### src/rtl/ifid_queue_pkg.sv
// ifid_queue_pkg: shared constants for the fetch/decode instruction queue.
//   NOP_INSTR   - word driven into decode while the queue is empty
//   PC_WORD_W   - word-address PC width (byte address = {pc, 2'b00})
//   IFQ_DEPTH   - number of queue slots
//   LINK_OFFSET - jump-and-link return offset in words (skips the delay slot)
package ifid_queue_pkg;
  localparam logic [31:0] NOP_INSTR   = 32'h0000_0000;
  localparam int          PC_WORD_W   = 30;
  localparam int          IFQ_DEPTH   = 2;
  localparam int          LINK_OFFSET = 2;
endpackage

### src/rtl/ifq_slot.sv
// ifq_slot: one queue entry, a (pc, instr) register with write enable.
//   clock   - rising-edge clock
//   start   - asynchronous active-low clear
//   we      - capture d_instr/d_pc on this edge
//   d_*     - entry to store
//   q_*     - stored entry
module ifq_slot #(
  parameter int PCW = 30,
  parameter int IW  = 32
) (
  input  logic           clock,
  input  logic           start,
  input  logic           we,
  input  logic [IW-1:0]  d_instr,
  input  logic [PCW-1:0] d_pc,
  output logic [IW-1:0]  q_instr,
  output logic [PCW-1:0] q_pc
);

  always_ff @(posedge clock or negedge start) begin
    if (!start) begin
      q_instr <= '0;
      q_pc    <= '0;
    end else if (we) begin
      q_instr <= d_instr;
      q_pc    <= d_pc;
    end
  end

endmodule

### src/rtl/ifid_queue.sv
// ifid_queue: two-entry in-order instruction queue between fetch and decode.
//   clock, start        - clock, asynchronous active-low reset
//   in_valid/in_ready   - fetch push handshake (in_instr, in_pc)
//   flush               - drop every queued entry
//   out_valid/out_ready - decode pop handshake (out_instr, out_pc, out_link)
//   count               - occupancy 0..2
//   stall_cnt           - saturating count of cycles fetch was refused
// All out_* and in_ready come from registered state only.
module ifid_queue
  import ifid_queue_pkg::*;
#(
  parameter int PCW  = PC_WORD_W,
  parameter int IW   = 32,
  parameter int CNTW = 16
) (
  input  logic            clock,
  input  logic            start,
  input  logic            in_valid,
  input  logic [IW-1:0]   in_instr,
  input  logic [PCW-1:0]  in_pc,
  output logic            in_ready,
  input  logic            flush,
  output logic            out_valid,
  output logic [IW-1:0]   out_instr,
  output logic [PCW-1:0]  out_pc,
  output logic [PCW-1:0]  out_link,
  input  logic            out_ready,
  output logic [1:0]      count,
  output logic [CNTW-1:0] stall_cnt
);

  logic                           head;
  logic                           tail;
  logic                           push;
  logic                           pop;
  logic [IFQ_DEPTH-1:0]           slot_we;
  logic [IFQ_DEPTH-1:0][IW-1:0]   slot_instr;
  logic [IFQ_DEPTH-1:0][PCW-1:0]  slot_pc;

  assign in_ready  = (count != 2'd2);
  assign out_valid = (count != 2'd0);
  assign push      = in_valid & in_ready;
  assign pop       = out_valid & out_ready;

  // Empty queue writes at head so the entry is the next head; otherwise the
  // single occupied slot is head and the free one is its neighbour.
  assign tail = (count == 2'd0) ? head : ~head;

  genvar i;
  generate
    for (i = 0; i < IFQ_DEPTH; i++) begin : g_slot
      assign slot_we[i] = push & ~flush & (tail == i[0]);
      ifq_slot #(.PCW(PCW), .IW(IW)) u_slot (
        .clock   (clock),
        .start   (start),
        .we      (slot_we[i]),
        .d_instr (in_instr),
        .d_pc    (in_pc),
        .q_instr (slot_instr[i]),
        .q_pc    (slot_pc[i])
      );
    end
  endgenerate

  // Flush wins over any same-cycle push/pop.
  always_ff @(posedge clock or negedge start) begin
    if (!start) begin
      head  <= 1'b0;
      count <= 2'd0;
    end else if (flush) begin
      head  <= 1'b0;
      count <= 2'd0;
    end else begin
      if (pop) head <= ~head;
      if (push && !pop)      count <= count + 2'd1;
      else if (pop && !push) count <= count - 2'd1;
    end
  end

  // Counts refused fetch cycles; flush does not clear it.
  always_ff @(posedge clock or negedge start) begin
    if (!start)
      stall_cnt <= '0;
    else if (in_valid && !in_ready && (stall_cnt != {CNTW{1'b1}}))
      stall_cnt <= stall_cnt + CNTW'(1);
  end

  always_comb begin
    out_instr = IW'(NOP_INSTR);
    out_pc    = '0;
    out_link  = '0;
    if (out_valid) begin
      out_instr = slot_instr[head];
      out_pc    = slot_pc[head];
      out_link  = slot_pc[head] + PCW'(LINK_OFFSET);
    end
  end

endmodule

### config.mk
export PLATFORM = sky130hd
export DESIGN_NAME = ifid_queue
export DESIGN_NICKNAME = d
export VERILOG_FILES = /design/src/rtl/ifid_queue_pkg.sv /design/src/rtl/ifq_slot.sv /design/src/rtl/ifid_queue.sv
export SDC_FILE = /design/constraint.sdc
export NUM_CORES = 1
export LEC_CHECK = 0
export ABC_AREA = 1
export BUFFER_PORTS_ARGS = -buffer_cell sky130_fd_sc_hd__buf_2
export CAP_MARGIN = 20
export CORE_MARGIN = 3
export CORE_UTILIZATION = 25
export DETAILED_ROUTE_END_ITERATION = 7
export SYNTH_ARGS = -nofsm -noshare
export SYNTH_HDL_FRONTEND = slang
export SYNTH_SLANG_ARGS = --single-unit
export TNS_END_PERCENT = 1
### constraint.sdc
create_clock -name clock -period 2.8 [get_ports clock]
set_input_delay 0.28 -clock clock [delete_from_list [all_inputs] [get_ports clock]]
set_output_delay 0.28 -clock clock [all_outputs]
set_load 0.005 [all_outputs]
==> impl_metrics.yaml <==
run_status:
  status: "completed"
critical_path:
  cp_max_fo: 16
  critPathCaptureType: "primary output"
  critical_path_class: "reg -> out"
  critical_path_arrival_ns: 2.32
  start_kind: "flop"
  required_ns: 2.52
die:
  fp.coreArea_mm2: 0.0301
  rows: 63
  die_y_um: 182
  die_area_mm2: 0.0332
  pin_count: 179
  start_util_pct: 25.8
  die_w_um: 182
timing:
  finalCritPeriodShare_pct: 93.0
  setup-tns-final_ns: 0
  drv_slew: 0
  slew-limit-headroom_pct: 45.4
  timing.fmax_mhz: 384
  setup_viol_count_final: 0
  tightest_slew_ns: 0.819
  rsz0062_at_grt: "no"
  fin_skew_ns: 0.0135
  min_period_ns: 2.60
  hold_viol_final: 0
synth:
  ys_seq_area_share_pct: 46.1
  avgSynthCellArea_um2: 7.12
  yosysTopAreaCell: "dfrtp_1"
  ys_types: 29
  yosys_register_bits: 143
  synth-main-ff-cell: "dfrtp_1"
  ys_warn_count: 0
  synthCells: 1091
  syn_area_mm2: 0.00777
  synth_edf_count: 0
  synth_top_cell_area_share_pct: 46.1
  synthTopCellsByArea: "dfrtp_1 46%, nand2_1 19%, o21ai_0 7.5%"
  async_flop_share_pct: 100
  syn_nets: 1160
grt:
  grt_pass1_wl_mm: 36.9
  gr-usage-all-layers_pct: 13.6
  antenna_found_initial: 2
  grt_pass1_vias: 6971
  grt_max_degree: 61
  grt.overflow.total: 0
route:
  drc_errors: 0
  vias_per_cell: 4.35
  wirelength_mm: 22.8
  wl_per_cell_um: 13.8
  vias: 7204
  drtIter0Drc: 499
  ant_nets: 0
  drt-pass1-iter-count: 5
final_layout:
  final_nets: 1321
  drive_above_1_share_pct: 20.7
  syn_to_final_growth_pct: 24.4
  fin_util_pct: 32.1
  num_antenna_cells: 0
  multi_input_comb_area_mm2: 0.00338
  nFillCells: 3273
  fin_cells: 1655
  layout.area.seq_mm2: 0.00358
  stdcell_area_mm2: 0.00967
power:
  powerDensity_mw_per_mm2: 1020
  total_power_mw: 9.89
  vdd_drop_max_mv: 0.429
  power_leakage_nw: 5.22
clock_network:
  clk_latency_ns: 0.41
  clock-sinks: 143
  clk_transition_reported_paths_ns: 0.07
  ctsHtreeMaxLevel: 4
  cts_buffers: 17
  clock_path_buffers: 2
  cts_tree: "done"
  cts_root_buf: "clkbuf_16"
placement:
  dp.cells: 1621
  finalWeightedCongestion: 0.847
  io_buffers: 178
  dpl_cell_area_mm2: 0.00900
  hpwl_mm: 16.4
worst_hold_path:
  hold_class: "in -> reg"
job:
  drv_cap: 0
-- synthesized netlist by cell type, types with 9 or more instances --
cell type	count
nand2_1	400
dfrtp_1	143
inv_1	139
o21ai_0	116
nor2_1	80
a21oi_1	46
nand3_1	24
o21ai_1	24
clkbuf_1	21
nand2_2	14
buf_2	13
buf_6	11
nor2_2	9
-- registers in the layout (all words and copies together) (netlist names) --
name                   flops
g_slot.u_slot.q_pc        60
head                       1
stall_cnt                 16
g_slot.u_slot.q_instr     64
count                      2
-- critical path, cell delays in order (launching register included) --
cell and delay (ns):
dfrtp_2 0.47, inv_6 0.15, buf_6 0.19, nand2_1 0.08, nand2_2 0.10, nand2_2 0.10, nor2_2 0.17, nand2_1 0.11
nor2_4 0.20, nand2_1 0.07, nand2_1 0.07, nand2_1 0.05, inv_1 0.05, buf_2 0.11
-- logic make-up (layout without fill, tap and decap cells) --
family / count (synthesis) / in the layout / share of synthesized area (%)
flip-flops: 143 / 143 / 46.1
AND/OR/NAND/NOR: 551 / 551 / 28.9
AO/OA/AOI/OAI: 188 / 188 / 12.2
XOR/XNOR: 13 / 13 / 1.56
buffers and inverters: 194 / 368 / 11.0
adder cells (fa/ha/maj): 2 / 2 / 0.322
-- metal layers --
metal | wire (µm) | global-route usage, % | vias to the layer above
met2 | 10300 | 21.5 | 190
met4 | 197 | 2.89 | 4
li1 | - | - | 3683
met3 | 1350 | 3.19 | 15
met1 | 10900 | 19.1 | 3312
met5 | 27 | 0 | -
-- area by class of cell --
cell class | instances | share of cell area, %
clock buffer | 20 | 4.83
clock inverter | 12 | 1.27
inverter | 142 | 5.57
multi-input combinational | 754 | 35.0
sequential | 143 | 37.0
tap | 390 | 5.05
timing repair buffer | 194 | 11.2
-- report_power, final --
part | leakage, nW | switching [mW] | internal (mW)
clock | 0.286 | 0.937 | 1.32
combinational | 3.13 | 2.66 | 1.53
sequential | 1.81 | 0.489 | 2.94
total | 5.22 | 4.09 | 5.80
-- per-stage QoR --
stage          hold WS [ns]  setup slack, ns
6_report              0.125            0.196
3_5_place_dp          0.307            0.287
2_1_floorplan       -0.0156            0.864
3_3_place_gp          0.309            0.409
5_1_grt               0.109          0.00278
4_1_cts               0.107           0.0222
-- layout by cell type (no fill, tap or decap), types with 8 or more instances in the layout --
cell type / n
nand2_1: 400
buf_2: 177
dfrtp_1: 142
inv_1: 139
o21ai_0: 116
nor2_1: 78
a21oi_1: 46
o21ai_1: 24
nand3_1: 24
clkbuf_16: 17
nand2_2: 11
nor2_4: 10
buf_4: 9
xor2_1: 8
-- path summary, 6_finish.rpt --
kind                                          start                      endpoint  slack, ns  cells after the start
max in group asynchronous                     start  g_slot[1].u_slot.q_instr[22]       1.53                      3
min in group asynchronous                     start  g_slot[1].u_slot.q_instr[16]       0.42                      2
setup / recovery                               head                  out_link[20]       0.20                     13
hold / removal                            in_pc[14]     g_slot[1].u_slot.q_pc[14]       0.12                      3
setup reg to reg                               head     g_slot[0].u_slot.q_pc[17]       0.59                      7
hold reg to reg            g_slot[1].u_slot.q_pc[9]      g_slot[1].u_slot.q_pc[9]       0.48                      2
-- timing repair --
item,in CTS,in global routing
buffers inserted,0,1
hold endpoints to repair,58,0
gates resized for setup,2,12
setup endpoints to repair,8,22
pin swaps,0,1
hold buffers,1,0
Power figures use the tool's default switching activity.
